**config.mk**
```make
export PLATFORM = sky130hd
export DESIGN_NAME = ddr4_col_cmd_gate_flat
export DESIGN_NICKNAME = d
export VERILOG_FILES = /design/src/rtl/ddr4_col_cmd_gate_pkg.sv /design/src/rtl/ddr4_col_cmd_gate_if.sv /design/src/rtl/ddr4_lat_window.sv /design/src/rtl/ddr4_col_cmd_gate.sv /design/src/flat_wrapper.sv
export SDC_FILE = /design/constraint.sdc
export NUM_CORES = 1
export LEC_CHECK = 0
export CORE_UTILIZATION = 34
export DETAILED_ROUTE_END_ITERATION = 10
export PLACE_DENSITY = 0.61
export SLEW_MARGIN = 20
export SYNTH_ARGS = -nofsm -noshare
export SYNTH_HDL_FRONTEND = slang
export SYNTH_HIERARCHICAL = 1
export SYNTH_SLANG_ARGS = --single-unit
```
**constraint.sdc**
```tcl
create_clock -name clk -period 2.9 [get_ports clk]
set_input_delay 0.58 -clock clk [delete_from_list [all_inputs] [get_ports clk]]
set_output_delay 0.58 -clock clk [all_outputs]
set_load 0.01 [all_outputs]
```
**src/rtl/ddr4_col_cmd_gate_pkg.sv**
```systemverilog
// Shared DDR4 model constants and helpers for the column-command gate.
// - BL8_CLKS : clocks occupied by one BL8 data burst on the DQ bus
// - MIN_CCD  : floor applied to the column-to-column spacing settings
// - MIN_LAT  : smallest legal CL/CWL
// - eff_ccd(): spacing setting with the MIN_CCD floor applied
package ddr4_col_cmd_gate_pkg;

  localparam int BL8_CLKS = 4;
  localparam int MIN_CCD  = 4;
  localparam int MIN_LAT  = 9;

  // A burst occupies BL8_CLKS clocks, so column commands can never be closer
  // than that even if the speed-bin table returns something smaller.
  function automatic logic [3:0] eff_ccd(input logic [3:0] x);
    return (x < 4'(MIN_CCD)) ? 4'(MIN_CCD) : x;
  endfunction

endpackage

```
**src/rtl/ddr4_col_cmd_gate_if.sv**
```systemverilog
// Column-command handshake bundle.
// - cmd_valid : command presented by the source
// - cmd_ready : command may issue this cycle (driven by the gate)
// - cmd_wr    : 1 = WR, 0 = RD
// - cmd_bg    : target bank group
// master = command source, slave = timing gate.
interface ddr4_col_cmd_gate_if #(
  parameter int NUM_BG = 4
);
  logic                      cmd_valid;
  logic                      cmd_ready;
  logic                      cmd_wr;
  logic [$clog2(NUM_BG)-1:0] cmd_bg;

  modport master (output cmd_valid, output cmd_wr, output cmd_bg, input cmd_ready);
  modport slave  (input cmd_valid, input cmd_wr, input cmd_bg, output cmd_ready);
endinterface

```
**src/rtl/ddr4_lat_window.sv**
```systemverilog
// Latency-delayed data-window generator for one direction (RD or WR).
// A command issue schedules a bit at position lat-1 of a shift vector that
// moves toward bit 0 every clock; when the bit reaches 0 the window opens and
// a tail counter keeps it open for the rest of the BL8 burst.
// - clk, rst : clock, synchronous active-high reset
// - set      : command issued this cycle
// - lat      : latency in clocks for the command being issued (1..MAX_LAT)
// - en_out   : data window, high for BL8_CLKS clocks starting lat clocks after set
// - active   : a window is scheduled or currently open
module ddr4_lat_window
  import ddr4_col_cmd_gate_pkg::*;
#(
  parameter int MAX_LAT = 32
) (
  input  logic       clk,
  input  logic       rst,
  input  logic       set,
  input  logic [5:0] lat,
  output logic       en_out,
  output logic       active
);

  logic [MAX_LAT-1:0] pend_reg;
  logic [MAX_LAT-1:0] set_vec;
  logic [1:0]         tail_reg;

  // One-hot insert position; an out-of-range lat simply schedules nothing.
  for (genvar gi = 0; gi < MAX_LAT; gi++) begin : g_set
    assign set_vec[gi] = set && (lat == 6'(gi + 1));
  end

  always_ff @(posedge clk) begin
    if (rst) begin
      pend_reg <= '0;
      tail_reg <= '0;
    end else begin
      pend_reg <= {1'b0, pend_reg[MAX_LAT-1:1]} | set_vec;
      // Burst spacing is at least BL8_CLKS, so a reload while the tail is
      // still counting only ever happens for an abutting burst.
      if (pend_reg[0]) begin
        tail_reg <= 2'(BL8_CLKS - 1);
      end else if (tail_reg != 2'd0) begin
        tail_reg <= tail_reg - 2'd1;
      end
    end
  end

  assign en_out = pend_reg[0] || (tail_reg != 2'd0);
  assign active = (|pend_reg) || (tail_reg != 2'd0);

endmodule

```
**src/rtl/ddr4_col_cmd_gate.sv**
```systemverilog
// Column-command timing gate. Enforces tCCD_L/tCCD_S between column commands
// and tWTR_L/tWTR_S from write-burst end to a following read, using a
// valid/ready handshake, and emits RD/WR data-enable windows at CL/CWL.
// - clk, rst            : clock, synchronous active-high reset
// - cmd                 : command handshake (slave side)
// - cfg_cl / cfg_cwl    : read / write latency in clocks
// - cfg_ccd_l/cfg_ccd_s : same-/different-bank-group column spacing
// - cfg_wtr_l/cfg_wtr_s : write-to-read delay after write burst end
// - rd_en / wr_en       : BL8 data windows for the DQ driver/checker
// - cfg_err             : registered configuration-illegal flag
// - busy                : any spacing counter, pending bit or window active
module ddr4_col_cmd_gate
  import ddr4_col_cmd_gate_pkg::*;
#(
  parameter int NUM_BG  = 4,
  parameter int MAX_LAT = 32,
  parameter int CNT_W   = 7
) (
  input  logic                       clk,
  input  logic                       rst,
  ddr4_col_cmd_gate_if.slave         cmd,
  input  logic [5:0]                 cfg_cl,
  input  logic [5:0]                 cfg_cwl,
  input  logic [3:0]                 cfg_ccd_l,
  input  logic [3:0]                 cfg_ccd_s,
  input  logic [3:0]                 cfg_wtr_l,
  input  logic [3:0]                 cfg_wtr_s,
  output logic                       rd_en,
  output logic                       wr_en,
  output logic                       cfg_err,
  output logic                       busy
);

  localparam int         BG_W   = $clog2(NUM_BG);
  localparam logic [5:0] LAT_LO = 6'(MIN_LAT);
  localparam logic [5:0] LAT_HI = 6'(MAX_LAT);

  function automatic logic [CNT_W-1:0] sat_dec(input logic [CNT_W-1:0] x);
    return (x == '0) ? '0 : x - CNT_W'(1);
  endfunction

  logic [CNT_W-1:0] ccd_bg_reg [NUM_BG];
  logic [CNT_W-1:0] wtr_bg_reg [NUM_BG];
  logic [CNT_W-1:0] ccd_any_reg;
  logic [CNT_W-1:0] wtr_any_reg;
  logic             cfg_err_reg;

  logic             cfg_bad;
  logic             ready;
  logic             issue, issue_rd, issue_wr;
  logic [CNT_W-1:0] ccd_l_load, ccd_s_load, wtr_l_load, wtr_s_load;
  logic [NUM_BG-1:0] bg_busy;
  logic             rd_active, wr_active;

  assign cfg_bad = (cfg_cl  < LAT_LO) || (cfg_cl  > LAT_HI) ||
                   (cfg_cwl < LAT_LO) || (cfg_cwl > LAT_HI) ||
                   (cfg_ccd_l < cfg_ccd_s);

  // Counters hold "clocks still to wait after this one", hence the -1:
  // a counter loaded at issue edge t reaches zero in time for edge t+N.
  assign ccd_l_load = CNT_W'(eff_ccd(cfg_ccd_l)) - CNT_W'(1);
  assign ccd_s_load = CNT_W'(eff_ccd(cfg_ccd_s)) - CNT_W'(1);
  // tWTR is measured from the end of the write burst, i.e. CWL+BL8 after WR.
  assign wtr_l_load = CNT_W'(cfg_cwl) + CNT_W'(BL8_CLKS) + CNT_W'(cfg_wtr_l) - CNT_W'(1);
  assign wtr_s_load = CNT_W'(cfg_cwl) + CNT_W'(BL8_CLKS) + CNT_W'(cfg_wtr_s) - CNT_W'(1);

  // Ready depends only on registered state and the command fields, never on
  // cmd_valid. Reads additionally wait out tWTR; read-to-write turnaround is
  // left to the command source.
  assign ready = !rst && !cfg_err_reg &&
                 (ccd_bg_reg[cmd.cmd_bg] == '0) && (ccd_any_reg == '0) &&
                 (cmd.cmd_wr || ((wtr_bg_reg[cmd.cmd_bg] == '0) && (wtr_any_reg == '0)));

  assign cmd.cmd_ready = ready;
  assign issue    = cmd.cmd_valid && ready;
  assign issue_rd = issue && !cmd.cmd_wr;
  assign issue_wr = issue && cmd.cmd_wr;

  always_ff @(posedge clk) begin
    if (rst) begin
      for (int i = 0; i < NUM_BG; i++) begin
        ccd_bg_reg[i] <= '0;
        wtr_bg_reg[i] <= '0;
      end
      ccd_any_reg <= '0;
      wtr_any_reg <= '0;
      cfg_err_reg <= 1'b0;
    end else begin
      cfg_err_reg <= cfg_bad;
      ccd_any_reg <= issue    ? ccd_s_load : sat_dec(ccd_any_reg);
      wtr_any_reg <= issue_wr ? wtr_s_load : sat_dec(wtr_any_reg);
      for (int i = 0; i < NUM_BG; i++) begin
        if (issue && (cmd.cmd_bg == BG_W'(i))) begin
          ccd_bg_reg[i] <= ccd_l_load;
        end else begin
          ccd_bg_reg[i] <= sat_dec(ccd_bg_reg[i]);
        end
        if (issue_wr && (cmd.cmd_bg == BG_W'(i))) begin
          wtr_bg_reg[i] <= wtr_l_load;
        end else begin
          wtr_bg_reg[i] <= sat_dec(wtr_bg_reg[i]);
        end
      end
    end
  end

  ddr4_lat_window #(.MAX_LAT(MAX_LAT)) u_rd_window (
    .clk    (clk),
    .rst    (rst),
    .set    (issue_rd),
    .lat    (cfg_cl),
    .en_out (rd_en),
    .active (rd_active)
  );

  ddr4_lat_window #(.MAX_LAT(MAX_LAT)) u_wr_window (
    .clk    (clk),
    .rst    (rst),
    .set    (issue_wr),
    .lat    (cfg_cwl),
    .en_out (wr_en),
    .active (wr_active)
  );

  for (genvar gi = 0; gi < NUM_BG; gi++) begin : g_bg_busy
    assign bg_busy[gi] = (ccd_bg_reg[gi] != '0) || (wtr_bg_reg[gi] != '0);
  end

  assign busy    = (|bg_busy) || (ccd_any_reg != '0) || (wtr_any_reg != '0) ||
                   rd_active || wr_active;
  assign cfg_err = cfg_err_reg;

endmodule

```
**src/flat_wrapper.sv**
```systemverilog
// flat-port wrapper written by rule: the top's interface ports become plain ports
module ddr4_col_cmd_gate_flat import ddr4_col_cmd_gate_pkg::*;
#(
  parameter int NUM_BG  = 4,
  parameter int MAX_LAT = 32,
  parameter int CNT_W   = 7
)
  (clk, rst, cfg_cl, cfg_cwl, cfg_ccd_l, cfg_ccd_s, cfg_wtr_l, cfg_wtr_s, rd_en, wr_en, cfg_err, busy, cmd_cmd_valid, cmd_cmd_wr, cmd_cmd_bg, cmd_cmd_ready);
  ddr4_col_cmd_gate_if #(.NUM_BG(NUM_BG)) cmd_i ();
  input  logic clk;
  input  logic rst;
  input  logic [5:0] cfg_cl;
  input  logic [5:0] cfg_cwl;
  input  logic [3:0] cfg_ccd_l;
  input  logic [3:0] cfg_ccd_s;
  input  logic [3:0] cfg_wtr_l;
  input  logic [3:0] cfg_wtr_s;
  output logic rd_en;
  output logic wr_en;
  output logic cfg_err;
  output logic busy;
  input wire logic [$bits(cmd_i.cmd_valid)-1:0] cmd_cmd_valid;
  input wire logic [$bits(cmd_i.cmd_wr)-1:0] cmd_cmd_wr;
  input wire logic [$bits(cmd_i.cmd_bg)-1:0] cmd_cmd_bg;
  output wire logic [$bits(cmd_i.cmd_ready)-1:0] cmd_cmd_ready;
  assign cmd_i.cmd_valid = cmd_cmd_valid;
  assign cmd_i.cmd_wr = cmd_cmd_wr;
  assign cmd_i.cmd_bg = cmd_cmd_bg;
  assign cmd_cmd_ready = cmd_i.cmd_ready;
  ddr4_col_cmd_gate #(.NUM_BG(NUM_BG), .MAX_LAT(MAX_LAT), .CNT_W(CNT_W)) u_core (.clk(clk), .rst(rst), .cmd(cmd_i), .cfg_cl(cfg_cl), .cfg_cwl(cfg_cwl), .cfg_ccd_l(cfg_ccd_l), .cfg_ccd_s(cfg_ccd_s), .cfg_wtr_l(cfg_wtr_l), .cfg_wtr_s(cfg_wtr_s), .rd_en(rd_en), .wr_en(wr_en), .cfg_err(cfg_err), .busy(busy));
endmodule
```
======== Word-level counts from Yosys, hierarchy flattened ========
Memories as Yosys holds them, arrays and structs flattened.
Cells that the tools add are included.
storage, ports and cells
  register bits ........................... 83
  bits in writable memories ............... 56
  input port bits ......................... 34
  output and inout port bits .............. 5
  word-level logic and storage cells ...... 334
  memories kept ........................... 2
memories
  memory             words  bits a word  read ports  clocked after Yosys merged registers in  wr ports  RTL line                 text
  u_core.ccd_bg_reg  4      7            5           0                                        4         ddr4_col_cmd_gate.sv:42  logic [CNT_W-1:0] ccd_bg_reg [NUM_BG];
  u_core.wtr_bg_reg  4      7            5           0                                        4         ddr4_col_cmd_gate.sv:43  logic [CNT_W-1:0] wtr_bg_reg [NUM_BG];
cells by class
  mux-type cells .......................... 84
  reduce and logical (&&, ||, !) cells .... 130
  bitwise logic cells ..................... 18
  order comparisons ....................... 7
  $add $sub $neg .......................... 19
  equality and inequality tests ........... 67
operator list
  operator                                                    count
  two-way mux 7 bit                                           28
  == test 6 x 5 -> 1 bit, second input constant               32
  == test 6 x 4 -> 1 bit, second input constant               16
  zero test 7 bit                                             12
  subtractor 7 x 1 -> 7 bit, second input constant            12
  logical AND 1 bit                                           80
  nonzero test 7 bit                                          10
  OR 31 x 32 -> 32 bit                                        2
  OR reduction 32 bit                                         2
  two-way mux 1 bit                                           50
  == test 6 x 3 -> 1 bit, second input constant               8
  == test 6 x 2 -> 1 bit, second input constant               4
  logical OR 1 bit                                            17
  OR 1 bit                                                    16
  adder 7 x 4 -> 7 bit                                        2
  == test 6 x 1 -> 1 bit, second input constant               2
  == test 6 bit, second input constant                        2
  greater-than comparator 6 bit, second input constant        2
  less-than comparator 6 x 4 -> 1 bit, second input constant  2
  subtractor 4 x 1 -> 5 bit, second input constant            2
  less-than comparator 4 x 3 -> 1 bit, second input constant  2
  two-way mux 2 bit                                           4
  two-way mux 4 bit                                           2
  nonzero test 2 bit                                          4
  8 further kinds                                             12

======== Logic depth before layout (Yosys ltp) ========
Gate-level depths: netlist of the first run.
  depth after elaboration ................. 13
  gate-level depth with buffers ........... 12
  mapped depth without buffers ............ 12

======== Modules after synthesis ========
Netlist of the first run, hierarchy kept.
modules (own cells, without submodules)
  module             sequential area each (sq um)  area each (sq um)  cells an instance  times used
  ddr4_col_cmd_gate  1981.9                        5579.1             627                1
  ddr4_lat_window    680.7                         1256.2             141                2

======== Worst setup path before layout of the first run ========
OpenSTA, ideal clock, no wires.
  path kind ............................... input-to-reg
  start point ............................. in rst
  end point ............................... reg u_core.u_wr_window.pend_reg[27]
  stages .................................. 11
  setup time .............................. 128 ps
  setup slack ............................. 188 ps
  arrival ................................. 2584 ps
  path buffers ............................ 3
  path through ............................ buf_2 -> nor2_1 -> and4_1 -> or4_4 -> nand4_1 -> inv_1 -> and3b_1 -> clkbuf_1 -> buf_2 -> a31oi_1 -> nor2_1
between the ends
  cells in the longest elaborated chain, start to end .. 9
ends and longest elaborated chain
  item                             RTL line                 text
  start, declared                  flat_wrapper.sv:11       input logic rst;
  zero test 1 bit                  ddr4_col_cmd_gate.sv:70  assign ready = !rst && !cfg_err_reg &&
  logical AND 1 bit (2 in series)  ddr4_col_cmd_gate.sv:70
  logical AND 1 bit (2 in series)  ddr4_col_cmd_gate.sv:71  (ccd_bg_reg[cmd.cmd_bg] == '0) && (ccd_any_reg == '0) &&
  logical AND 1 bit                ddr4_col_cmd_gate.sv:75  assign issue = cmd.cmd_valid && ready;
  logical AND 1 bit                ddr4_col_cmd_gate.sv:77  assign issue_wr = issue && cmd.cmd_wr;
  named net u_core.issue_wr        ddr4_col_cmd_gate.sv:50  logic issue, issue_rd, issue_wr;
  logical AND 1 bit                ddr4_lat_window.sv:29    assign set_vec[gi] = set && (lat == 6'(gi + 1));
  OR 31 x 32 -> 32 bit             ddr4_lat_window.sv:37    pend_reg <= {1'b0, pend_reg[MAX_LAT-1:1]} | set_vec;
  end signal, assigned             ddr4_lat_window.sv:37
  end, declared                    ddr4_lat_window.sv:23    logic [MAX_LAT-1:0] pend_reg;
The timed path passes the listed nets, and every way through them passes these cells.
A chain may end at the register's enable or synchronous reset.

======== Worst setup path in the final report of the first run ========
  start point ............................. reg u_core.u_wr_window.pend_reg[22]
  end point ............................... out busy
between the ends
  cells in the longest elaborated chain, start to end .. 3
ends and longest elaborated chain
  item                        RTL line                  text
  OR reduction 32 bit         ddr4_lat_window.sv:49     assign active = (|pend_reg) || (tail_reg != 2'd0);
  logical OR 1 bit            ddr4_lat_window.sv:49
  named net u_core.wr_active  ddr4_col_cmd_gate.sv:53   logic rd_active, wr_active;
  logical OR 1 bit            ddr4_col_cmd_gate.sv:130  rd_active || wr_active;
  end, declared               flat_wrapper.sv:21        output logic busy;
The timed path passes the listed nets, and every way through them passes these cells.

==> results.py, run 1 <==
metrics = {
    "run_status": {
        "status": "complete, but fails checks",
        "violations": "setup timing",
    },
    "power_and_ir_drop": {
        "internal_power_mw": 4.24,
        "combPwrFrac_pct": 28.2,
        "clkPwrFrac_pct": 33.9,
        "p_per_area_mw_per_mm2": 586,
        "leakage_nw": 4.48,
        "sw_frac_of_total_pct": 31.6,
        "power.total_mw": 6.20,
        "switching_power_mw": 1.96,
        "p_seq_share_pct": 37.9,
        "max-vdd-ir-drop_mv": 0.428,
    },
    "global_routing": {
        "grt_pass1_vias": 6925,
        "grt_usage_pct": 17.2,
        "grtUsageMet3_pct": 3.38,
        "antenna_found_initial": 0,
        "grtUsageMet1_pct": 22.8,
        "grt-busiest-layer": "met2",
        "grt_pass1_wl_mm": 33.2,
        "grt_max_degree": 74,
        "grt-ovfl-total": 0,
        "use_met2_pct": 28.0,
    },
    "setup_path": {
        "slowest_delay_ns": 0.52,
        "path_delay_family": "simple AND/OR/NAND/NOR gates",
        "cpMaxStageDelayCell": "or4_1",
        "crit_type": "flip-flop to output port",
        "reg2regPathDepth": 11,
        "crit_path_frequent_cell": "nor4_2",
        "crit_cells": 8,
        "crit_end": "busy",
        "crit_chain": "or4_1, or4_4, nor4_2, buf_4, nand2_1, nor4_2, nand4_1, buf_2",
        "cp_max_fo": 2,
        "endpoint_kind": "output port",
        "startpoint": "u_core/u_wr_window/pend_reg[22]$_SDFF_PP0_",
        "reg2reg_to": "u_core/ccd_bg_reg[2][2]$_SDFFCE_PN0P_",
        "r2r_slack_ns": 0.14,
        "cp.buffers_inverters": 2,
        "cp.arrival_ns": 2.71,
        "worstPathRequired_ns": 2.32,
        "r2r-start": "u_core/ccd_any_reg[0]$_SDFF_PP0_",
        "worstSetupStartpointType": "flip-flop",
    },
    "min_path": {
        "hp-class": "flip-flop to flip-flop",
    },
    "synthesis": {
        "yosysSeqAreaShare_pct": 41.3,
        "synthFlopType": "dfxtp_1",
        "synthesis.instances": 909,
        "syn_area_mm2": 0.00809,
        "synth_edf_count": 56,
        "yosys_warnings": 6,
        "synthArstFlopShare_pct": 0,
        "ys_seq_elements": 139,
        "avgSynthCellArea_um2": 8.90,
        "synth_cell_types": 61,
    },
    "route": {
        "drt_iter0_drc": 468,
        "route.antenna.remaining_nets": 0,
        "wirelength_mm": 20.1,
        "drc_errors": 0,
        "viasPerCell": 4.89,
        "routedWlPerCell_um": 14.0,
        "vias": 7023,
        "first_pass_iters": 5,
    },
    "sta": {
        "grt_setup_unrepaired": "true",
        "clock-skew-final_ns": 0.0182,
        "hold_viol": 0,
        "fmax_ghz": 0.304,
        "worst_pin_slew_ns": 0.760,
        "min_period_ns": 3.29,
        "relSlewSlack_pct": 49.3,
        "slew_viol_final": 0,
        "final-setup-viol-count": 1,
        "setup_slack_ns": -0.386,
        "fin_crit_sh_pct": 113,
    },
    "cells_and_area": {
        "seqCellArea_mm2": 0.00335,
        "layout-drive-gt1-share_pct": 20.2,
        "antenna-diode-count": 0,
        "area_growth_pct": 30.7,
        "final_area_mm2": 0.0106,
        "n_fill_cell": 2289,
        "multi_input_area_mm2": 0.00466,
        "post-route-util_pct": 45.2,
        "layout.nets": 1187,
    },
    "clock_tree": {
        "clock-sinks": 139,
        "cts-root-buf": "clkbuf_16",
        "cts.clk_slew.worst_paths_ns": 0.06,
        "cts_buffers": 17,
        "holdBufCountCts": 0,
        "cts.path.max_buffers": 2,
        "htree_num_levels": 4,
        "clkLatencyLatePin_ns": 0.43,
        "cts_tree": "done",
    },
    "die": {
        "rows": 56,
        "coreArea_mm2": 0.0234,
        "die_h_um": 156,
        "start_util_pct": 34.6,
        "dieArea_mm2": 0.0244,
        "pin_count": 39,
        "fp.dieW_um": 156,
    },
    "place": {
        "place.gp.congestion": 0.815,
        "numPortBuffers": 38,
        "dpl.hpwl_mm": 14.9,
        "placed_cell_area_mm2": 0.00985,
    },
    "job": {
        "maxCapViolCount": 0,
    },
}
## synth_stat cells, types with 3 or more instances
master / count / area, um^2
nand3_1: 12 / 60.1
and3b_1: 4 / 35.0
or2_2: 10 / 62.6
mux2_4: 4 / 60.1
nand3b_1: 5 / 37.5
dfxtp_1: 83 / 1660
a21o_1: 6 / 45.0
or3_1: 13 / 81.3
nor3b_1: 5 / 37.5
ha_1: 47 / 588
a31oi_1: 65 / 407
nor2_1: 143 / 537
mux2i_1: 14 / 140
a211oi_1: 5 / 37.5
or4_1: 7 / 52.6
nand2b_1: 16 / 100
xor2_1: 22 / 193
buf_1: 3 / 11.3
xnor2_1: 30 / 263
edfxtp_1: 56 / 1680
a21oi_1: 34 / 170
clkbuf_1: 29 / 109
nand2_1: 40 / 150
and2_1: 6 / 37.5
inv_1: 65 / 244
nand4_1: 12 / 75.1
o31ai_1: 8 / 60.1
o41ai_1: 3 / 26.3
nor4_1: 20 / 125
and4_1: 3 / 26.3
buf_2: 8 / 40.0
nor4b_1: 3 / 26.3
mux2_2: 10 / 113
nor2b_1: 11 / 68.8
nor3_1: 43 / 215
and3_1: 5 / 31.3
o22ai_1: 5 / 31.3
o21ai_0: 24 / 120
## worst min path at each step
stage                     slack (ns)  cells after the start                                  startpoint                                         end
after CTS                       0.46                      1            u_core/ccd_any_reg[0]$_SDFF_PP0_            u_core/ccd_any_reg[0]$_SDFF_PP0_
final                           0.46                      1            u_core/ccd_any_reg[0]$_SDFF_PP0_            u_core/ccd_any_reg[0]$_SDFF_PP0_
after global placement          0.44                      2  u_core/u_rd_window/pend_reg[18]$_SDFF_PP0_  u_core/u_rd_window/pend_reg[17]$_SDFF_PP0_
after floorplan                 0.43                      2  u_core/u_rd_window/pend_reg[16]$_SDFF_PP0_  u_core/u_rd_window/pend_reg[15]$_SDFF_PP0_
after detailed placement        0.45                      2  u_core/u_rd_window/pend_reg[30]$_SDFF_PP0_  u_core/u_rd_window/pend_reg[29]$_SDFF_PP0_
after global routing            0.48                      1            u_core/ccd_any_reg[0]$_SDFF_PP0_            u_core/ccd_any_reg[0]$_SDFF_PP0_
## timing repair
item	CTS	global route
pin swaps	8	3
setup endpoints to repair	3	15
setup buffers	3	0
gates resized for setup	22	16
## layout by cell type (no fill, tap or decap), types with 6 or more instances in the layout
cell	synthesis	final
nor2_1	143	141
buf_4	2	124
dfxtp_1	83	81
a31oi_1	65	65
inv_1	65	64
edfxtp_1	56	56
conb_1	1	56
ha_1	47	46
nor3_1	43	42
nand2_1	40	40
clkdlybuf4s50_1	0	35
a21oi_1	34	33
xnor2_1	30	29
o21ai_0	24	23
xor2_1	22	21
clkbuf_16	0	17
nand2b_1	16	16
mux2i_1	14	14
or3_1	13	13
nand4_1	12	12
nand3_1	12	12
nor4_1	20	11
nor2b_1	11	11
or2_2	10	10
mux2_2	10	10
nor4_2	1	9
o31ai_1	8	7
inv_8	0	6
a21o_1	6	6
and2_1	6	6
## metrics by stage
stage / worst slack, ns / TNS (ns) / hold WS [ns] / std cells
6_report: -0.386 / -0.386 / 0.460 / 1436
3_3_place_gp: -0.483 / -19.72 / 0.440 / 1401
2_1_floorplan: 0.188 / 0 / 0.428 / 964
3_5_place_dp: -0.502 / -18.76 / 0.455 / 1401
4_1_cts: -0.402 / -0.402 / 0.457 / 1436
5_1_grt: -0.511 / -0.591 / 0.484 / 1436
## logic make-up after synthesis
logic type	Yosys count	share of synthesized area (%)
simple gates	374	24.0
xor+xnor	52	5.63
flops	139	41.3
other cells	1	0.0463
mux	28	3.87
compound gates	158	12.1
buf+inv	108	5.32
fa+ha+maj	49	7.76
## area by class of cell
cell class	instances	share of cell area, %
well taps	319	3.77
clock buffers	17	4.02
multi-input cells	717	44.1
inverters	65	2.31
clock inverters	15	1.40
repair buffers	164	12.8
flip-flops and latches	139	31.6
## per-layer routing
| metal | wire, um | up-vias | part of all wire (%) |
|---|---|---|---|
| li1 | - | 3575 | - |
| met1 | 9830 | 3308 | 49 |
| met2 | 9300 | 121 | 46 |
| met3 | 689 | 19 | 3.4 |
| met4 | 252 | 0 | 1.3 |
| met5 | 0 | - | 0 |
## power by group through the flow
stage,clock network [mW],logic (mW),registers [mW]
floorplan,0,1.05,2.36
global placement,0,1.64,2.38
detailed placement,0,1.67,2.38
CTS,2.15,1.74,2.35
global route,2.23,1.95,2.37
finish,2.10,1.75,2.35
Note: power is estimated with default switching activity, not from simulation.
==> run 2, diff against run 1 <==
--- a/config.mk
+++ b/config.mk
@@ -5,11 +5,11 @@
 export SDC_FILE = /design/constraint.sdc
 export NUM_CORES = 1
 export LEC_CHECK = 0
+export CORE_ASPECT_RATIO = 0.5
 export CORE_UTILIZATION = 34
 export DETAILED_ROUTE_END_ITERATION = 10
 export PLACE_DENSITY = 0.61
 export SLEW_MARGIN = 20
 export SYNTH_ARGS = -nofsm -noshare
 export SYNTH_HDL_FRONTEND = slang
-export SYNTH_HIERARCHICAL = 1
 export SYNTH_SLANG_ARGS = --single-unit
==> results.py, run 2 <==
metrics = {
    "run_status": {
        "status": "complete, but fails checks",
        "violations": "setup timing",
    },
    "route": {
        "first_pass_iters": 5,
        "routedWlPerCell_um": 14.1,
        "wirelength_mm": 19.9,
        "vias": 6950,
        "viasPerCell": 4.92,
        "route.antenna.remaining_nets": 0,
        "drt_iter0_drc": 390,
        "drc_errors": 0,
    },
    "die": {
        "start_util_pct": 35.5,
        "rows": 38,
        "coreArea_mm2": 0.0222,
        "die_h_um": 110,
        "dieArea_mm2": 0.0239,
        "pin_count": 39,
        "fp.dieW_um": 217,
    },
    "cells_and_area": {
        "antenna-diode-count": 0,
        "layout_common_cells": "122 x inv_1, 116 x buf_4, 86 x nor2_1",
        "layout-drive-gt1-share_pct": 17.2,
        "n_fill_cell": 2119,
        "layout.nets": 1184,
        "area_growth_pct": 30.9,
        "post-route-util_pct": 46.5,
        "stdcell_count": 1414,
        "final_common_cell": "inv_1",
    },
    "clock_tree": {
        "holdBufCountCts": 0,
        "cts.path.max_buffers": 2,
        "clkLatencyLatePin_ns": 0.43,
        "cts-root-buf": "clkbuf_16",
        "cts.clk_slew.worst_paths_ns": 0.06,
        "cts_buffers": 17,
        "cts_tree": "done",
        "htree_num_levels": 4,
        "clock-sinks": 139,
    },
    "synthesis": {
        "synthMuxAreaShare_pct": 2.12,
        "yosys.area_share.simple_pct": 20.8,
        "synthArstFlopShare_pct": 0,
        "yosysSeqAreaShare_pct": 42.4,
        "ys_seq_elements": 139,
        "synthAdderAreaFrac_pct": 7.96,
        "syn_area_mm2": 0.00789,
        "synthTopCellsByCount": "122 x inv_1, 88 x nor2_1, 83 x dfxtp_1, 59 x nand2_1, 56 x edfxtp_1",
        "synthFlopType": "dfxtp_1",
        "synth_top_area_cell": "edfxtp_1",
        "synthesis.instances": 898,
        "synth_xor_area_share_pct": 5.88,
        "synth_compound_area_share_pct": 13.7,
        "synth_cell_types": 59,
        "yosysMostFrequentCell": "inv_1",
        "synthTopCellsByArea": "edfxtp_1 21%, dfxtp_1 21%, ha_1 7.5%",
        "yosysTopAreaCellShare_pct": 21.3,
        "avgSynthCellArea_um2": 8.79,
        "yosys_warnings": 0,
        "synth_top_family_by_area": "simple AND/OR/NAND/NOR gates",
        "synth_edf_count": 56,
    },
    "sta": {
        "min_period_ns": 3.29,
        "slew_viol_final": 0,
        "relSlewSlack_pct": 36.3,
        "fin_crit_sh_pct": 114,
        "clock-skew-final_ns": 0.0153,
        "hold_viol": 0,
        "worst_pin_slew_ns": 0.956,
        "grt_setup_unrepaired": "true",
        "setup_slack_ns": -0.392,
        "final-setup-viol-count": 2,
        "fmax_ghz": 0.304,
    },
    "power_and_ir_drop": {
        "leakage_nw": 4.28,
        "max-vdd-ir-drop_mv": 0.344,
        "p_per_area_mw_per_mm2": 603,
    },
    "setup_path": {
        "worstPathRequired_ns": 2.32,
        "cp.arrival_ns": 2.71,
        "crit_chain": "or4_4, o41a_1, or4_4, o21ai_4, o311a_1, buf_2",
        "endpoint_kind": "output port",
        "cpMaxStageDelayCell": "or4_4",
        "crit_type": "flip-flop to output port",
        "slowest_delay_ns": 0.55,
        "crit_path_frequent_cell": "or4_4",
        "reg2regPathDepth": 7,
        "worstSetupStartpointType": "flip-flop",
        "cp_max_fo": 2,
    },
    "global_routing": {
        "grt_max_degree": 99,
        "grt_usage_pct": 17.5,
        "grt_pass1_vias": 6817,
        "antenna_found_initial": 0,
        "grt_pass1_wl_mm": 32.9,
        "grt-ovfl-total": 0,
    },
    "job": {
        "maxCapViolCount": 0,
    },
    "place": {
        "dpl.hpwl_mm": 15.2,
        "dp.cells": 1379,
        "numPortBuffers": 38,
        "place.gp.congestion": 0.819,
    },
    "min_path": {
        "hp-class": "flip-flop to flip-flop",
        "whs_path_depth": 2,
    },
}
-- run 2: timing repair --
item / 4_1_cts / 5_1_grt
gates cloned: 0 / 1
pin swaps: 4 / 3
buffers inserted: 1 / 2
endpoints found under the setup margin: 12 / 63
resized for setup: 20 / 17
-- run 2: per-stage QoR --
stage | cell area (um^2) | total power [mW] | setup TNS (ns) | hold WS, ns | setup slack [ns]
2_1_floorplan | 8100 | 3.37 | 0 | 0.437 | 0.0380
3_3_place_gp | 9600 | 3.98 | -8.47 | 0.447 | -0.442
3_5_place_dp | 9600 | 4.03 | -14.25 | 0.452 | -0.480
4_1_cts | 10200 | 6.23 | -0.542 | 0.465 | -0.470
5_1_grt | 10300 | 6.58 | -1.01 | 0.470 | -0.497
6_report | 10300 | 6.23 | -0.399 | 0.465 | -0.392
-- run 2: layout make-up --
cell class / count / area (um^2) / area share, %
well taps: 300 / 375 / 3.63
multi-input cells: 666 / 4320 / 41.8
flip-flops and latches: 139 / 3340 / 32.4
inverters: 122 / 458 / 4.43
repair buffers: 155 / 1250 / 12.1
clock inverters: 14 / 149 / 1.44
clock buffers: 18 / 439 / 4.25
-- run 2: report_power, final --
part	switching, mW	internal (mW)	leakage (nW)	total [mW]
clock	0.938	1.24	0.290	2.18
combinational	0.863	0.856	2.74	1.72
sequential	0.111	2.22	1.24	2.33
total	1.91	4.31	4.28	6.23
-- run 2: worst paths after layout --
path / slack (ns) / end / startpoint
min: 0.46 / u_core.u_wr_window.pend_reg[13]$_SDFF_PP0_ / u_core.u_wr_window.pend_reg[14]$_SDFF_PP0_
max: -0.39 / cmd_cmd_ready / u_core.wtr_bg_reg[1][2]$_SDFFCE_PN0P_
max reg2reg: 0.02 / u_core.wtr_bg_reg[1][2]$_SDFFCE_PN0P_ / u_core.wtr_bg_reg[1][2]$_SDFFCE_PN0P_
min reg2reg: 0.46 / u_core.u_wr_window.pend_reg[13]$_SDFF_PP0_ / u_core.u_wr_window.pend_reg[14]$_SDFF_PP0_
-- run 2: worst max-delay path, delay by kind of cell, from the launching register on --
family,cells,cell delay (ns)
simple gates,2,1.06
flops,1,0.39
buf+inv,1,0.13
compound gates,3,0.71
-- run 2: layer usage --
metal,global-route usage [%],routed length (um),up-vias
li1,-,-,3508
met1,22.7,9570,3311
met2,29.8,9420,108
met3,3.10,646,23
met4,5.18,289,0
met5,0,0,-
-- run 2: logic make-up after synthesis --
| logic type | after synthesis |
|---|---|
| compound gates | 168 |
| fa+ha+maj | 49 |
| other cells | 1 |
| mux | 16 |
| buf+inv | 148 |
| flops | 139 |
| simple gates | 324 |
| xor+xnor | 53 |
==> run 3, diff against run 2 <==
--- a/config.mk
+++ b/config.mk
@@ -8,7 +8,10 @@
 export CORE_ASPECT_RATIO = 0.5
 export CORE_UTILIZATION = 34
 export DETAILED_ROUTE_END_ITERATION = 10
+export GPL_TIMING_DRIVEN = 0
 export PLACE_DENSITY = 0.61
+export REMOVE_ABC_BUFFERS = 1
+export SKIP_LAST_GASP = 1
 export SLEW_MARGIN = 20
 export SYNTH_ARGS = -nofsm -noshare
 export SYNTH_HDL_FRONTEND = slang
==> results.py, run 3 (synthesis results as in run 2) <==
metrics = {
    "clock_tree": {
        "holdBufCountCts": 0,
        "clock-sinks": 139,
        "cts_tree": "done",
        "cts-root-buf": "clkbuf_16",
        "htree_num_levels": 4,
        "cts.path.max_buffers": 2,
        "clkLatencyLatePin_ns": 0.43,
        "cts.clk_slew.worst_paths_ns": 0.07,
        "cts_buffers": 17,
    },
    "cells_and_area": {
        "stdcell_count": 1330,
        "final_area_mm2": 0.00985,
        "n_fill_cell": 2121,
        "layout.nets": 1100,
        "final_common_cell": "inv_1",
        "layout_common_cells": "122 x inv_1, 86 x nor2_1, 83 x dfxtp_1",
        "area_growth_pct": 24.8,
        "layout-drive-gt1-share_pct": 12.8,
        "antenna-diode-count": 0,
    },
    "setup_path": {
        "cp.arrival_ns": 2.73,
        "cp_max_fo": 2,
        "endpoint_kind": "output port",
        "crit_type": "flip-flop to output port",
        "worstPathRequired_ns": 2.32,
        "worstSetupStartpointType": "flip-flop",
    },
    "route": {
        "viasPerCell": 4.98,
        "drc_errors": 0,
        "first_pass_iters": 5,
        "drt_iter0_drc": 556,
        "wirelength_mm": 20.0,
        "vias": 6626,
        "routedWlPerCell_um": 15.0,
        "route.antenna.remaining_nets": 0,
    },
    "die": {
        "pin_count": 39,
        "rows": 38,
        "start_util_pct": 35.5,
        "die_h_um": 110,
        "coreArea_mm2": 0.0222,
        "dieArea_mm2": 0.0239,
        "fp.dieW_um": 217,
    },
    "sta": {
        "grt_setup_unrepaired": "true",
        "fmax_ghz": 0.302,
        "final-setup-viol-count": 4,
        "hold_viol": 0,
        "clock-skew-final_ns": 0.00779,
        "slew_viol_final": 0,
        "setup_slack_ns": -0.408,
        "relSlewSlack_pct": 43.3,
        "min_period_ns": 3.31,
        "worst_pin_slew_ns": 0.844,
        "fin_crit_sh_pct": 114,
    },
    "power_and_ir_drop": {
        "max-vdd-ir-drop_mv": 0.390,
        "leakage_nw": 3.88,
        "p_per_area_mw_per_mm2": 614,
        "power.total_mw": 6.05,
    },
    "global_routing": {
        "grt_usage_pct": 17.6,
        "grt-ovfl-total": 0,
        "grt_max_degree": 60,
        "grt_pass1_wl_mm": 32.7,
        "antenna_found_initial": 0,
        "grt_pass1_vias": 6404,
    },
    "run_status": {
        "status": "complete, but fails checks",
        "violations": "setup timing",
    },
    "job": {
        "maxCapViolCount": 0,
    },
    "min_path": {
        "hp-class": "flip-flop to flip-flop",
    },
    "place": {
        "placed_cell_area_mm2": 0.00877,
        "numPortBuffers": 38,
        "dpl.hpwl_mm": 14.4,
        "dp.cells": 1266,
        "place.gp.congestion": 0.842,
    },
}
-- run 3: final timing paths --
check        depth (start not counted)  slack [ns]                                        end                                       from
max                                  6       -0.41                              cmd_cmd_ready      u_core.wtr_bg_reg[1][3]$_SDFFCE_PN0P_
min                                  2        0.46  u_core.u_wr_window.pend_reg[2]$_SDFF_PP0_  u_core.u_wr_window.pend_reg[3]$_SDFF_PP0_
max reg2reg                          6       -0.04          u_core.ccd_bg_reg[3][0]$_DFFE_PP_      u_core.ccd_bg_reg[0][3]$_SDFFCE_PN0P_
min reg2reg                          2        0.46  u_core.u_wr_window.pend_reg[2]$_SDFF_PP0_  u_core.u_wr_window.pend_reg[3]$_SDFF_PP0_
-- run 3: routing by layer --
metal | up-vias | global-route usage [%] | wire [um]
met1 | 3120 | 24.3 | 10200
li1 | 3353 | - | -
met4 | 0 | 4.88 | 163
met3 | 15 | 3.93 | 927
met5 | - | 0 | 0
met2 | 138 | 27.7 | 8750
-- run 3: what timing repair did --
item,4_1_cts,5_1_grt
buffers inserted,27,5
gates resized for setup,55,21
pin swaps,16,7
setup endpoints to repair,132,110
-- run 3: area by class of cell --
cell class / count / area, um^2 / share of cell area, %
clock buffers: 19 / 454 / 4.61
clock inverters: 13 / 118 / 1.19
inverters: 122 / 458 / 4.65
multi-input cells: 666 / 4490 / 45.6
flip-flops and latches: 139 / 3340 / 33.9
well taps: 300 / 375 / 3.81
repair buffers: 71 / 613 / 6.23
-- run 3: where the power goes --
part | total, mW | leakage (nW) | internal (mW) | switching [mW]
Clock | 2.14 | 0.281 | 1.18 | 0.956
Combinational | 1.56 | 2.36 | 0.704 | 0.853
Sequential | 2.35 | 1.24 | 2.22 | 0.135
Total | 6.05 | 3.88 | 4.10 | 1.94
-- run 3: critical path, cell delays in order (launching register included) --
cell	delay (ns)
edfxtp_1	0.40
or4_4	0.56
o41a_1	0.35
or4_4	0.50
o21ai_4	0.15
o311a_1	0.20
buf_2	0.14
-- run 3: metrics by stage --
step	setup TNS, ns	hold slack [ns]	setup slack (ns)	util, %
final	-0.486	0.461	-0.408	44.4
after global routing	-2.00	0.482	-0.420	44.4
after CTS	-0.551	0.462	-0.438	43.9
after detailed placement	-102.92	0.453	-1.15	39.5
after global placement	-446.65	0.447	-4.26	39.4
after floorplan	-0.379	0.437	-0.0903	-
